$ cat src/rtl/alu_issue_stage_if.sv
// Handshake and operand bus between the issue stage, its instruction source and alu_32.
// The master side is the environment (fetch/regfile upstream, alu_32 downstream); the slave side is the stage.
interface alu_issue_stage_if;
   logic        in_valid;
   logic        in_ready;
   logic [31:0] instruction;
   logic [31:0] rs_data;
   logic [31:0] rt_data;
   logic        out_valid;
   logic        out_ready;
   logic [31:0] input_a;
   logic [31:0] input_b;
   logic [3:0]  control;
   logic [4:0]  dest_reg;
   logic        reg_write;
   logic        err_unsupported;

   modport master (
      output in_valid, instruction, rs_data, rt_data, out_ready,
      input  in_ready, out_valid, input_a, input_b, control, dest_reg, reg_write, err_unsupported
   );

   modport slave (
      input  in_valid, instruction, rs_data, rt_data, out_ready,
      output in_ready, out_valid, input_a, input_b, control, dest_reg, reg_write, err_unsupported
   );
endinterface

$ cat src/rtl/alu_issue_stage.sv
// MIPS decode/issue stage feeding alu_32: decodes ALU control, selects operand B and holds
// the issued operation in a single-entry ID/EX register.
//
// Handshake: a transfer happens on a rising edge where valid && ready are both high.
// in_ready = !out_valid || out_ready, so a held op leaving and a new op entering share one edge.
module alu_issue_stage #(
   parameter logic [3:0] CONTROL_AND  = 4'h0,
   parameter logic [3:0] CONTROL_OR   = 4'h1,
   parameter logic [3:0] CONTROL_ADD  = 4'h2,
   parameter logic [3:0] CONTROL_ADDU = 4'h3,
   parameter logic [3:0] CONTROL_SUB  = 4'h6,
   parameter logic [3:0] CONTROL_SLT  = 4'h7,
   parameter logic [3:0] CONTROL_SUBU = 4'h8,
   parameter logic [3:0] CONTROL_NOR  = 4'hC,
   parameter bit         ENABLE_LUI   = 1'b1
) (
   input  logic               clock,
   input  logic               reset,
   input  logic               flush,
   alu_issue_stage_if.slave   bus
);

   logic [5:0]  opcode;
   logic [5:0]  funct;
   logic [15:0] imm;
   logic [31:0] imm_sext;
   logic [31:0] imm_zext;

   assign opcode   = bus.instruction[31:26];
   assign funct    = bus.instruction[5:0];
   assign imm      = bus.instruction[15:0];
   assign imm_sext = {{16{imm[15]}}, imm};
   assign imm_zext = {16'h0000, imm};

   // rs field and shamt are never needed: operands arrive already read from the register file.
   logic unused_fields;
   assign unused_fields = ^{bus.instruction[25:21], bus.instruction[10:6]};

   logic [31:0] dec_a;
   logic [31:0] dec_b;
   logic [3:0]  dec_ctrl;
   logic [4:0]  dec_dest;
   logic        dec_ok;

   always_comb begin
      dec_a    = bus.rs_data;
      dec_b    = bus.rt_data;
      dec_dest = bus.instruction[15:11];
      dec_ctrl = CONTROL_AND;
      dec_ok   = 1'b0;
      if (opcode == 6'h00) begin
         dec_ok = 1'b1;
         case (funct)
            6'h20:   dec_ctrl = CONTROL_ADD;
            6'h21:   dec_ctrl = CONTROL_ADDU;
            6'h22:   dec_ctrl = CONTROL_SUB;
            6'h23:   dec_ctrl = CONTROL_SUBU;
            6'h24:   dec_ctrl = CONTROL_AND;
            6'h25:   dec_ctrl = CONTROL_OR;
            6'h27:   dec_ctrl = CONTROL_NOR;
            6'h2A:   dec_ctrl = CONTROL_SLT;
            default: dec_ok   = 1'b0;
         endcase
      end else begin
         dec_dest = bus.instruction[20:16];
         case (opcode)
            6'h08: begin dec_ctrl = CONTROL_ADD;  dec_b = imm_sext; dec_ok = 1'b1; end
            6'h09: begin dec_ctrl = CONTROL_ADDU; dec_b = imm_sext; dec_ok = 1'b1; end
            6'h0A: begin dec_ctrl = CONTROL_SLT;  dec_b = imm_sext; dec_ok = 1'b1; end
            6'h0C: begin dec_ctrl = CONTROL_AND;  dec_b = imm_zext; dec_ok = 1'b1; end
            6'h0D: begin dec_ctrl = CONTROL_OR;   dec_b = imm_zext; dec_ok = 1'b1; end
            6'h0F: begin
               // LUI is issued as 0 | (imm << 16) so alu_32 needs no shifter path.
               if (ENABLE_LUI) begin
                  dec_a    = 32'h0;
                  dec_b    = {imm, 16'h0000};
                  dec_ctrl = CONTROL_OR;
                  dec_ok   = 1'b1;
               end
            end
            default: ;
         endcase
      end
   end

   logic        out_valid_q;
   logic [31:0] input_a_q;
   logic [31:0] input_b_q;
   logic [3:0]  control_q;
   logic [4:0]  dest_reg_q;
   logic        reg_write_q;
   logic        err_q;
   logic        accept;

   assign bus.in_ready = !out_valid_q || bus.out_ready;
   assign accept       = bus.in_valid && bus.in_ready;

   always_ff @(posedge clock) begin
      if (reset) begin
         out_valid_q <= 1'b0;
         input_a_q   <= 32'h0;
         input_b_q   <= 32'h0;
         control_q   <= 4'h0;
         dest_reg_q  <= 5'h0;
         reg_write_q <= 1'b0;
         err_q       <= 1'b0;
      end else if (flush) begin
         // Redirect: the offered op counts as consumed but is dropped; data regs keep old values.
         out_valid_q <= 1'b0;
      end else if (accept) begin
         out_valid_q <= 1'b1;
         input_a_q   <= dec_a;
         input_b_q   <= dec_b;
         control_q   <= dec_ctrl;
         dest_reg_q  <= dec_dest;
         reg_write_q <= dec_ok && (dec_dest != 5'h0);
         err_q       <= !dec_ok;
      end else if (bus.out_ready) begin
         out_valid_q <= 1'b0;
      end
   end

   assign bus.out_valid       = out_valid_q;
   assign bus.input_a         = input_a_q;
   assign bus.input_b         = input_b_q;
   assign bus.control         = control_q;
   assign bus.dest_reg        = dest_reg_q;
   assign bus.reg_write       = reg_write_q;
   assign bus.err_unsupported = err_q;

endmodule

$ cat src/flat_wrapper.sv
// flat-port wrapper written by rule: the top's interface ports become plain ports
module alu_issue_stage_flat 
#(
   parameter logic [3:0] CONTROL_AND  = 4'h0,
   parameter logic [3:0] CONTROL_OR   = 4'h1,
   parameter logic [3:0] CONTROL_ADD  = 4'h2,
   parameter logic [3:0] CONTROL_ADDU = 4'h3,
   parameter logic [3:0] CONTROL_SUB  = 4'h6,
   parameter logic [3:0] CONTROL_SLT  = 4'h7,
   parameter logic [3:0] CONTROL_SUBU = 4'h8,
   parameter logic [3:0] CONTROL_NOR  = 4'hC,
   parameter bit         ENABLE_LUI   = 1'b1
)
  (clock, reset, flush, bus_in_valid, bus_instruction, bus_rs_data, bus_rt_data, bus_out_ready, bus_in_ready, bus_out_valid, bus_input_a, bus_input_b, bus_control, bus_dest_reg, bus_reg_write, bus_err_unsupported);
  alu_issue_stage_if bus_i ();
  input  logic clock;
  input  logic reset;
  input  logic flush;
  input wire logic [$bits(bus_i.in_valid)-1:0] bus_in_valid;
  input wire logic [$bits(bus_i.instruction)-1:0] bus_instruction;
  input wire logic [$bits(bus_i.rs_data)-1:0] bus_rs_data;
  input wire logic [$bits(bus_i.rt_data)-1:0] bus_rt_data;
  input wire logic [$bits(bus_i.out_ready)-1:0] bus_out_ready;
  output wire logic [$bits(bus_i.in_ready)-1:0] bus_in_ready;
  output wire logic [$bits(bus_i.out_valid)-1:0] bus_out_valid;
  output wire logic [$bits(bus_i.input_a)-1:0] bus_input_a;
  output wire logic [$bits(bus_i.input_b)-1:0] bus_input_b;
  output wire logic [$bits(bus_i.control)-1:0] bus_control;
  output wire logic [$bits(bus_i.dest_reg)-1:0] bus_dest_reg;
  output wire logic [$bits(bus_i.reg_write)-1:0] bus_reg_write;
  output wire logic [$bits(bus_i.err_unsupported)-1:0] bus_err_unsupported;
  assign bus_i.in_valid = bus_in_valid;
  assign bus_i.instruction = bus_instruction;
  assign bus_i.rs_data = bus_rs_data;
  assign bus_i.rt_data = bus_rt_data;
  assign bus_i.out_ready = bus_out_ready;
  assign bus_in_ready = bus_i.in_ready;
  assign bus_out_valid = bus_i.out_valid;
  assign bus_input_a = bus_i.input_a;
  assign bus_input_b = bus_i.input_b;
  assign bus_control = bus_i.control;
  assign bus_dest_reg = bus_i.dest_reg;
  assign bus_reg_write = bus_i.reg_write;
  assign bus_err_unsupported = bus_i.err_unsupported;
  alu_issue_stage #(.CONTROL_AND(CONTROL_AND), .CONTROL_OR(CONTROL_OR), .CONTROL_ADD(CONTROL_ADD), .CONTROL_ADDU(CONTROL_ADDU), .CONTROL_SUB(CONTROL_SUB), .CONTROL_SLT(CONTROL_SLT), .CONTROL_SUBU(CONTROL_SUBU), .CONTROL_NOR(CONTROL_NOR), .ENABLE_LUI(ENABLE_LUI)) u_core (.clock(clock), .reset(reset), .flush(flush), .bus(bus_i));
endmodule
$ cat config.mk
export PLATFORM = sky130hd
export DESIGN_NAME = alu_issue_stage_flat
export DESIGN_NICKNAME = d
export VERILOG_FILES = /design/src/rtl/alu_issue_stage_if.sv /design/src/rtl/alu_issue_stage.sv /design/src/flat_wrapper.sv
export SDC_FILE = /design/constraint.sdc
export NUM_CORES = 1
export LEC_CHECK = 0
export ABC_CLOCK_PERIOD_IN_PS = 2100
export BUFFER_PORTS_ARGS = -buffer_cell sky130_fd_sc_hd__buf_2
export CORE_MARGIN = 2
export CORE_UTILIZATION = 40
export CTS_CLUSTER_DIAMETER = 80
export CTS_CLUSTER_SIZE = 8
export DETAILED_ROUTE_END_ITERATION = 16
export PLACE_DENSITY_LB_ADDON = 0.1
export REMOVE_ABC_BUFFERS = 1
export SETUP_SLACK_MARGIN = 0.02
export SYNTH_ARGS = -nofsm -noshare
export SYNTH_HDL_FRONTEND = slang
export SYNTH_SLANG_ARGS = --single-unit
$ cat constraint.sdc
create_clock -name clock -period 2.1 [get_ports clock]
set_input_delay 0.42 -clock clock [delete_from_list [all_inputs] [get_ports clock]]
set_output_delay 0.42 -clock clock [all_outputs]
set_load 0.005 [all_outputs]
==> flow_summary.toml, run 1 <==
[routing]
dr.pass1.iters = 6
wl_per_cell_um = 15.3
drc = 0
drt_iter0_drc = 129
vias = 3561
vias_per_cell = 5.32
wirelength_um = 10200
drt.antenna.violating_nets = 0

[global_routing]
gr-total-overflow = 0
busiest_layer = "met2"
grt_usage_pct = 22.8
met1_usage_pct = 32.9
grt_max_degree = 39
grt_use_met2_pct = 34.1
grt_pass1_vias = 3197
antenna_found_initial = 0
grt_first_pass_wirelength_um = 15900
grt_use_met3_pct = 4.41

[layout]
antenna_cells = 0
nets = 663
area_delta_synth_final_pct = 40.6
stdcell_count = 669
drive_above_1_share_pct = 38.4
postLayoutCellArea_mm2 = 0.00453

[clock_network]
cts_max_level = 3
cts.sinks = 76
clock_path_buffers = 2
worstSkewPairLatency_ns = 0.35
post_cts_resized = 0
cts_buffers = 9
clk_pin_slew_ns = 0.09
cts_setup_buffers = 0
cts_tree = "yes"
ctsHoldBuffers = 0
clockRootBuffer = "clkbuf_8"

[timing]
slew_violations = 0
layout_setup_ws_ns = 0.323
maxSlewHeadroom_pct = 66.0
fin_setup_tns_ns = 0
holdWs_ns = 0.245
period_share_pct = 84.6
min_period_ns = 1.78
rsz0062_at_grt = "no"
finalSetupViolations = 0
timing.fmax_ghz = 0.563
worst_slew_pin_slew_ns = 0.510
hold_viol = 0
clock_skew_ns = 0.00838

[worst_setup_path]
path_max_fanout = 2
end_kind = "flip-flop"
start_kind = "primary input"
worstPathRequired_ns = 2.37
critical_path_class = "in -> reg"
max_stage_delay_ns = 0.52
rr_endpoint = "u_core.bus.input_b[22]"
setup.worst_path.end = "u_core.bus.control[3]"
cp_slowest_cell = "or4_4"
path_delay_family = "simple AND/OR/NAND/NOR gates"
r2r_cells = 5
cp.arrival_ns = 2.05
cp_num_cells = 5
regToRegStartpoint = "u_core.bus.out_valid"
cp_num_buf_inv = 1
ff2ff_setup_slack_ns = 0.66
crit_chain = "buf_2 > or4_4 > or3_1 > or4_1 > a21oi_1"
critPathLaunch = "bus_instruction[31]"

[logic_synthesis]
synth_top_family_by_area = "simple AND/OR/NAND/NOR gates"
syn_area_mm2 = 0.00322
synth_sequential_area_ratio_pct = 47.2
ys_warn_count = 0
netlist_top_cells_count = "dfxtp_1 (76), nand2_1 (46), nor2_1 (41)"
synth_cell_type_count = 39
syn_avg_cell_area_um2 = 8.20
synthSimpleGateAreaFrac_pct = 23.9
yosysTopAreaCellShare_pct = 47.2
synthAdderAreaFrac_pct = 0
syn_inst = 393
synth_most_common_cell = "dfxtp_1"
ys_async_sr_fraction_pct = 0
synth_mux_area_share_pct = 0
synth_xor_area_share_pct = 0.272
synth_edf_count = 0
yosys_register_bits = 76
synth_compound_area_share_pct = 23.5
yosys-top-cells-area = "dfxtp_1 (47%), a21oi_1 (5.7%), nand2_1 (5.4%), nand3_1 (5.3%), nor2_1 (4.8%)"
synth_top_cell_by_area = "dfxtp_1"
synthFlopType = "dfxtp_1"

[hold_path]
hp-class = "in -> reg"

[die]
core_mm2 = 0.00777
placementRows = 32
dieWidth_um = 93.8
ios = 178
dieArea_mm2 = 0.00879
initial_core_util_pct = 41.5
die_h_um = 93.8

[placement]
dp_hpwl_um = 7290
dpl-instance-area_mm2 = 0.00431
dp_cells = 653
gp_congestion = 0.793
pre_cts_ws_ns = -0.0231
io_buffers = 172

[power]
pwr-share-seq_pct = 46.8
combinationalPowerShare_pct = 15.1
powerDensity_mw_per_mm2 = 735
netSwitchingPower_uw = 869
p_sw_share_pct = 26.1
intPower_uw = 2460
leakage_uw = 0.00210
vdd_drop_max_mv = 0.369
pwr-share-clk_pct = 38.1

[outcome]
status = "complete, no violations"

[run]
maxCapViolations = 0
-- layout by cell type, fill, tap and decap left out, types with 2 or more instances in the layout --
| cell type | instances |
|---|---|
| buf_2 | 172 |
| dfxtp_1 | 76 |
| nand2_1 | 45 |
| nor2_1 | 41 |
| a21oi_1 | 37 |
| nand3_1 | 34 |
| nor3_1 | 22 |
| a211oi_1 | 18 |
| buf_4 | 18 |
| a221oi_1 | 17 |
| a22oi_1 | 15 |
| clkbuf_8 | 10 |
| a311oi_1 | 6 |
| nand2b_1 | 5 |
| inv_1 | 5 |
| buf_12 | 4 |
| nand3b_1 | 3 |
| o21ai_0 | 3 |
| and3_1 | 3 |
| or4_1 | 3 |
| or2_2 | 2 |
| o2111ai_1 | 2 |
| o22ai_1 | 2 |
| clkinvlp_4 | 2 |
| bufinv_16 | 2 |
-- cells by family (layout without fill, tap and decap cells) --
| kind of cell | count (synthesis) | in the layout |
|---|---|---|
| xor gates and xnor gates | 1 | 1 |
| DFF | 76 | 76 |
| buffers and inverters | 41 | 215 |
| AOI/OAI and AO/OA | 109 | 109 |
| and+or+nand+nor | 166 | 166 |
-- layout make-up --
class                      instances  area, um2
inverter                           5       18.8
fill                             767       3240
clock buffer                      11        141
multi-input combinational        276       1560
timing repair buffer             194       1080
tap                              102        128
clock inverter                     5       83.8
sequential                        76       1520
-- worst min path at each step --
stage / start / to / slack [ns] / cells past startpoint
after detailed placement: u_core.bus.input_a[22] / u_core.bus.input_a[22] / 0.44 / 2
after global placement: u_core.bus.input_a[27] / u_core.bus.input_a[27] / 0.44 / 2
final: flush / u_core.bus.out_valid / 0.25 / 2
after global routing: flush / u_core.bus.out_valid / 0.24 / 2
after CTS: flush / u_core.bus.out_valid / 0.23 / 2
after floorplan: u_core.bus.control[3] / u_core.bus.control[3] / 0.44 / 2
-- routing by layer --
| layer | part of all wire [%] | vias up |
|---|---|---|
| met5 | 0 | - |
| met4 | 1.8 | 0 |
| met1 | 48 | 1657 |
| li1 | - | 1776 |
| met3 | 5.6 | 14 |
| met2 | 44 | 114 |
-- power groups by stage --
| stage | clock, uW | combinational, uW | sequential [uW] |
|---|---|---|---|
| after floorplan | 0 | 190 | 1600 |
| after global placement | 0 | 496 | 1590 |
| after detailed placement | 0 | 501 | 1590 |
| after CTS | 1300 | 503 | 1560 |
| after global routing | 1360 | 556 | 1570 |
| final | 1270 | 502 | 1560 |
-- metrics by stage --
step                      util (%)  power, uW
after floorplan                  -       1790
after global placement        55.4       2090
after detailed placement      55.4       2090
after CTS                     58.3       3360
after global routing          58.3       3480
final                         58.3       3330
Note: power is estimated with default switching activity, not from simulation.
==> run 2: changes to the inputs <==
ABC_CLOCK_PERIOD_IN_PS = 1600   (was 2100)
clock period = 1.6 ns   (was 2.1 ns; I/O delays follow)
==> flow_summary.toml, run 2 (synthesized netlist as in run 1, its figures left out) <==
[layout]
drive_above_1_share_pct = 41.2
antenna_cells = 0
final_cell_mix = "buf_2 (172), dfxtp_1 (76), nand2_1 (45)"
mostFrequentLayoutCell = "buf_2"
multi_input_area_mm2 = 0.00160
area_delta_synth_final_pct = 46.8
stdcell_count = 689
nFillCells = 765
regArea_mm2 = 0.00152
nets = 683

[die]
ios = 178
die_h_um = 93.8
initial_core_util_pct = 41.5
placementRows = 32
dieArea_mm2 = 0.00879
core_mm2 = 0.00777
dieWidth_um = 93.8

[worst_setup_path]
cp.arrival_ns = 1.86
critical_path_class = "in -> reg"
cp_slowest_cell = "or4_4"
ff2ff_setup_slack_ns = 0.16
regToRegStartpoint = "u_core.bus.out_valid"
rr_endpoint = "u_core.bus.input_b[22]"
path_max_fanout = 2
start_kind = "primary input"
cp_num_buf_inv = 1
r2r_cells = 5
end_kind = "flip-flop"
worstPathRequired_ns = 1.88
cp_num_cells = 5
max_stage_delay_ns = 0.53
crit_chain = "buf_2 > or4_4 > or3_4 > or4_1 > a21oi_1"
critPathLaunch = "bus_instruction[31]"
path_delay_family = "simple AND/OR/NAND/NOR gates"

[hold_path]
hold_depth = 2
hold_end = "u_core.bus.out_valid"
hp-class = "in -> reg"
hold_path.startpoint = "flush"

[timing]
timing.fmax_ghz = 0.634
maxSlewHeadroom_pct = 67.2
rsz0062_at_grt = "no"
worst_slew_pin_slew_ns = 0.489
min_period_ns = 1.58
hold_viol = 0
clock_skew_ns = 0.00702
period_share_pct = 98.6
finalSetupViolations = 0
slew_violations = 0
fin_setup_tns_ns = 0

[power]
leakage_uw = 0.00222
vdd_drop_max_mv = 0.519
powerDensity_mw_per_mm2 = 952

[clock_network]
clockRootBuffer = "clkbuf_8"
cts_tree = "yes"
worstSkewPairLatency_ns = 0.34
cts_buffers = 9
clk_pin_slew_ns = 0.08
cts.sinks = 76
cts_setup_buffers = 0
cts_max_level = 3
ctsHoldBuffers = 0
clock_path_buffers = 2

[routing]
dr.pass1.iters = 4
drt_iter0_drc = 141
drc = 0
vias_per_cell = 5.29
wirelength_um = 10400
wl_per_cell_um = 15.1
drt.antenna.violating_nets = 0
vias = 3645

[placement]
dp_hpwl_um = 7790
dp_cells = 673
gp_congestion = 0.867
io_buffers = 172

[global_routing]
grt_pass1_vias = 3269
grt_first_pass_wirelength_um = 16000
antenna_found_initial = 0
gr-total-overflow = 0
grt_usage_pct = 23.1
grt_max_degree = 33

[outcome]
status = "complete, no violations"

[run]
maxCapViolations = 0
-- run 2: cell count changes in the layout (fill, tap and decap cells not counted), sizes merged --
cell and change:
bufinv +1, clkinvlp -1, clkinv +1, clkbuf -1
buf +20
-- run 2: cell type report --
type                       count  area share [%]
inverter                       5           0.396
tap                          102            2.70
sequential                    76            32.1
clock buffer                  10            2.70
clock inverter                 6            2.35
timing repair buffer         214            26.0
multi-input combinational    276            33.7
-- run 2: worst max-delay path by stage --
stage | endpoint | slack, ns
final | u_core.bus.control[3] | 0.02
after CTS | u_core.bus.reg_write | 0.05
after global routing | u_core.bus.input_b[28] | 0.02
after global placement | u_core.bus.control[3] | -0.38
after floorplan | u_core.bus.input_b[16] | -1.20
after detailed placement | u_core.bus.control[3] | -0.44
-- run 2: power by group --
| part | switching [uW] | total, uW | leakage, uW | internal [uW] |
|---|---|---|---|---|
| Sequential | 49.7 | 2050 | 0.000624 | 2000 |
| Clock | 727 | 1770 | 0.000117 | 1040 |
| Combinational | 360 | 694 | 0.00148 | 334 |
-- run 2: repair_timing --
action	in CTS	in global routing
pin swaps	2	0
gates resized for setup	2	4
setup endpoints to repair	3	2
-- run 2: routing by layer --
| metal | routed length (um) | part of all wire, % | GRT usage [%] | up-vias |
|---|---|---|---|---|
| met5 | 0 | 0 | 0 | - |
| met1 | 4680 | 45 | 31.0 | 1703 |
| li1 | - | - | - | 1809 |
| met4 | 59 | 0.57 | 7.25 | 0 |
| met2 | 5020 | 48 | 36.6 | 127 |
| met3 | 659 | 6.3 | 5.62 | 6 |
-- run 2: worst reg2reg max path, delay by kind of cell (launching register included) --
family                 cells  cell delay [ns]
buffers and inverters      1             0.32
AOI/OAI and AO/OA          1             0.22
DFF                        1             0.31
and+or+nand+nor            3             0.50
-- run 2: per-stage QoR --
step / setup slack [ns] / area, um2 / hold slack (ns) / util (%) / power [uW]
after global routing: 0.0227 / 4730 / 0.145 / 61.0 / 4720
after global placement: -0.382 / 4460 / 0.436 / 57.4 / 2770
after floorplan: -1.20 / 3080 / 0.389 / - / 2350
after CTS: 0.0528 / 4710 / 0.131 / 60.6 / 4560
after detailed placement: -0.437 / 4460 / 0.442 / 57.4 / 2780
final: 0.0230 / 4730 / 0.152 / 61.0 / 4510
==> run 3: changes to the inputs <==
PLACE_DENSITY = 0.78   (was default)
PLACE_DENSITY_LB_ADDON = default   (was 0.1)
==> flow_summary.toml, run 3 (synthesized netlist as in run 1, its figures left out) <==
[layout]
mostFrequentLayoutCell = "buf_2"
nFillCells = 708
postLayoutCellArea_mm2 = 0.00471
final_cell_mix = "buf_2 (171), dfxtp_1 (76), nand2_1 (45)"
drive_above_1_share_pct = 40.8
area_delta_synth_final_pct = 46.1
antenna_cells = 0
fin_util_pct = 60.6
nets = 675

[global_routing]
grt_pass1_vias = 3483
grt_usage_pct = 23.7
gr-total-overflow = 0
antenna_found_initial = 0
grt_first_pass_wirelength_um = 16600
grt_max_degree = 44

[placement]
dp_hpwl_um = 7930
gp_congestion = 0.853
dpl-instance-area_mm2 = 0.00443
io_buffers = 172

[timing]
hold_viol = 0
clock_skew_ns = 0.0123
period_share_pct = 99.4
timing.fmax_ghz = 0.629
min_period_ns = 1.59
worst_slew_pin_slew_ns = 0.510
holdWs_ns = 0.139
slew_violations = 0
finalSetupViolations = 0
rsz0062_at_grt = "yes"
maxSlewHeadroom_pct = 65.8

[die]
core_mm2 = 0.00777
initial_core_util_pct = 41.5
dieArea_mm2 = 0.00879
dieWidth_um = 93.8
die_h_um = 93.8
ios = 178
placementRows = 32

[hold_path]
hp-class = "in -> reg"

[clock_network]
worstSkewPairLatency_ns = 0.34
ctsHoldBuffers = 0
cts_max_level = 3
cts_tree = "yes"
clk_pin_slew_ns = 0.09
clock_path_buffers = 2
clockRootBuffer = "clkbuf_8"
cts_buffers = 9
cts.sinks = 76

[worst_setup_path]
worstPathRequired_ns = 1.88
critical_path_class = "in -> reg"
end_kind = "flip-flop"
path_max_fanout = 2
cp.arrival_ns = 1.87
start_kind = "primary input"

[power]
vdd_drop_max_mv = 0.460
powerDensity_mw_per_mm2 = 947
leakage_uw = 0.00219

[routing]
drt_iter0_drc = 231
vias = 3657
vias_per_cell = 5.37
dr.pass1.iters = 4
wirelength_um = 10800
drt.antenna.violating_nets = 0
drc = 0
wl_per_cell_um = 15.9

[run]
maxCapViolations = 0

[outcome]
status = "complete, no violations"
[run 3: cell count changes in the layout (fill, tap and decap cells not counted), sizes merged]
cell | previous run | this run
buf | 214 | 206
bufinv | 3 | 2
clkinv | 1 | 2
[run 3: critical path, stage by stage]
cell and delay [ns]:
buf_6 0.09, or4_4 0.53, or3_4 0.35, or4_4 0.43
a21oi_2 0.14
[run 3: where the power goes]
group	leakage (uW)	switching, uW	internal, uW	total (uW)
sequential	0.000624	53.0	2000	2050
combinational	0.00145	369	337	707
clock	0.000115	766	938	1700
total	0.00219	1190	3270	4460
[run 3: stage by stage]
| step | power [uW] | cells | setup WS, ns | setup TNS [ns] |
|---|---|---|---|---|
| after floorplan | 2350 | 357 | -1.20 | -66.83 |
| after global routing | 4650 | 681 | 0.00887 | 0 |
| after global placement | 2770 | 665 | -0.387 | -3.35 |
| final | 4460 | 681 | 0.0103 | 0 |
| after detailed placement | 2790 | 665 | -0.451 | -4.93 |
| after CTS | 4490 | 681 | 0.0206 | 0 |
[run 3: final cells by class]
type / instances / area [um2] / area share [%]
multi-input cells: 276 / 1600 / 33.9
repair buffers: 206 / 1210 / 25.7
clock buffers: 10 / 138 / 2.92
inverters: 5 / 18.8 / 0.399
well taps: 102 / 128 / 2.71
flip-flops and latches: 76 / 1520 / 32.3
clock inverters: 6 / 96.3 / 2.05
[run 3: timing repair]
item	CTS	global route
buffers inserted	0	0
pin swaps	4	2
resized for setup	5	2
endpoints found under the setup margin	3	4
endpoints found under the hold margin	0	0
[run 3: per-layer routing]
| metal | vias up | wire length, um | global-route usage (%) |
|---|---|---|---|
| li1 | 1788 | - | - |
| met1 | 1703 | 4460 | 29.6 |
| met2 | 150 | 5620 | 40.8 |
| met3 | 16 | 591 | 4.25 |
| met4 | 0 | 167 | 8.82 |
| met5 | - | 0 | 0 |
[run 3: final timing paths]
path | startpoint | to | slack [ns] | cells after the start
worst min register to register | u_core.bus.input_a[31] | u_core.bus.input_a[31] | 0.45 | 2
worst max register to register | u_core.bus.out_valid | u_core.bus.input_b[20] | 0.14 | 5
worst min-delay path | flush | u_core.bus.out_valid | 0.14 | 2
worst max-delay path | bus_instruction[28] | u_core.bus.control[3] | 0.01 | 5
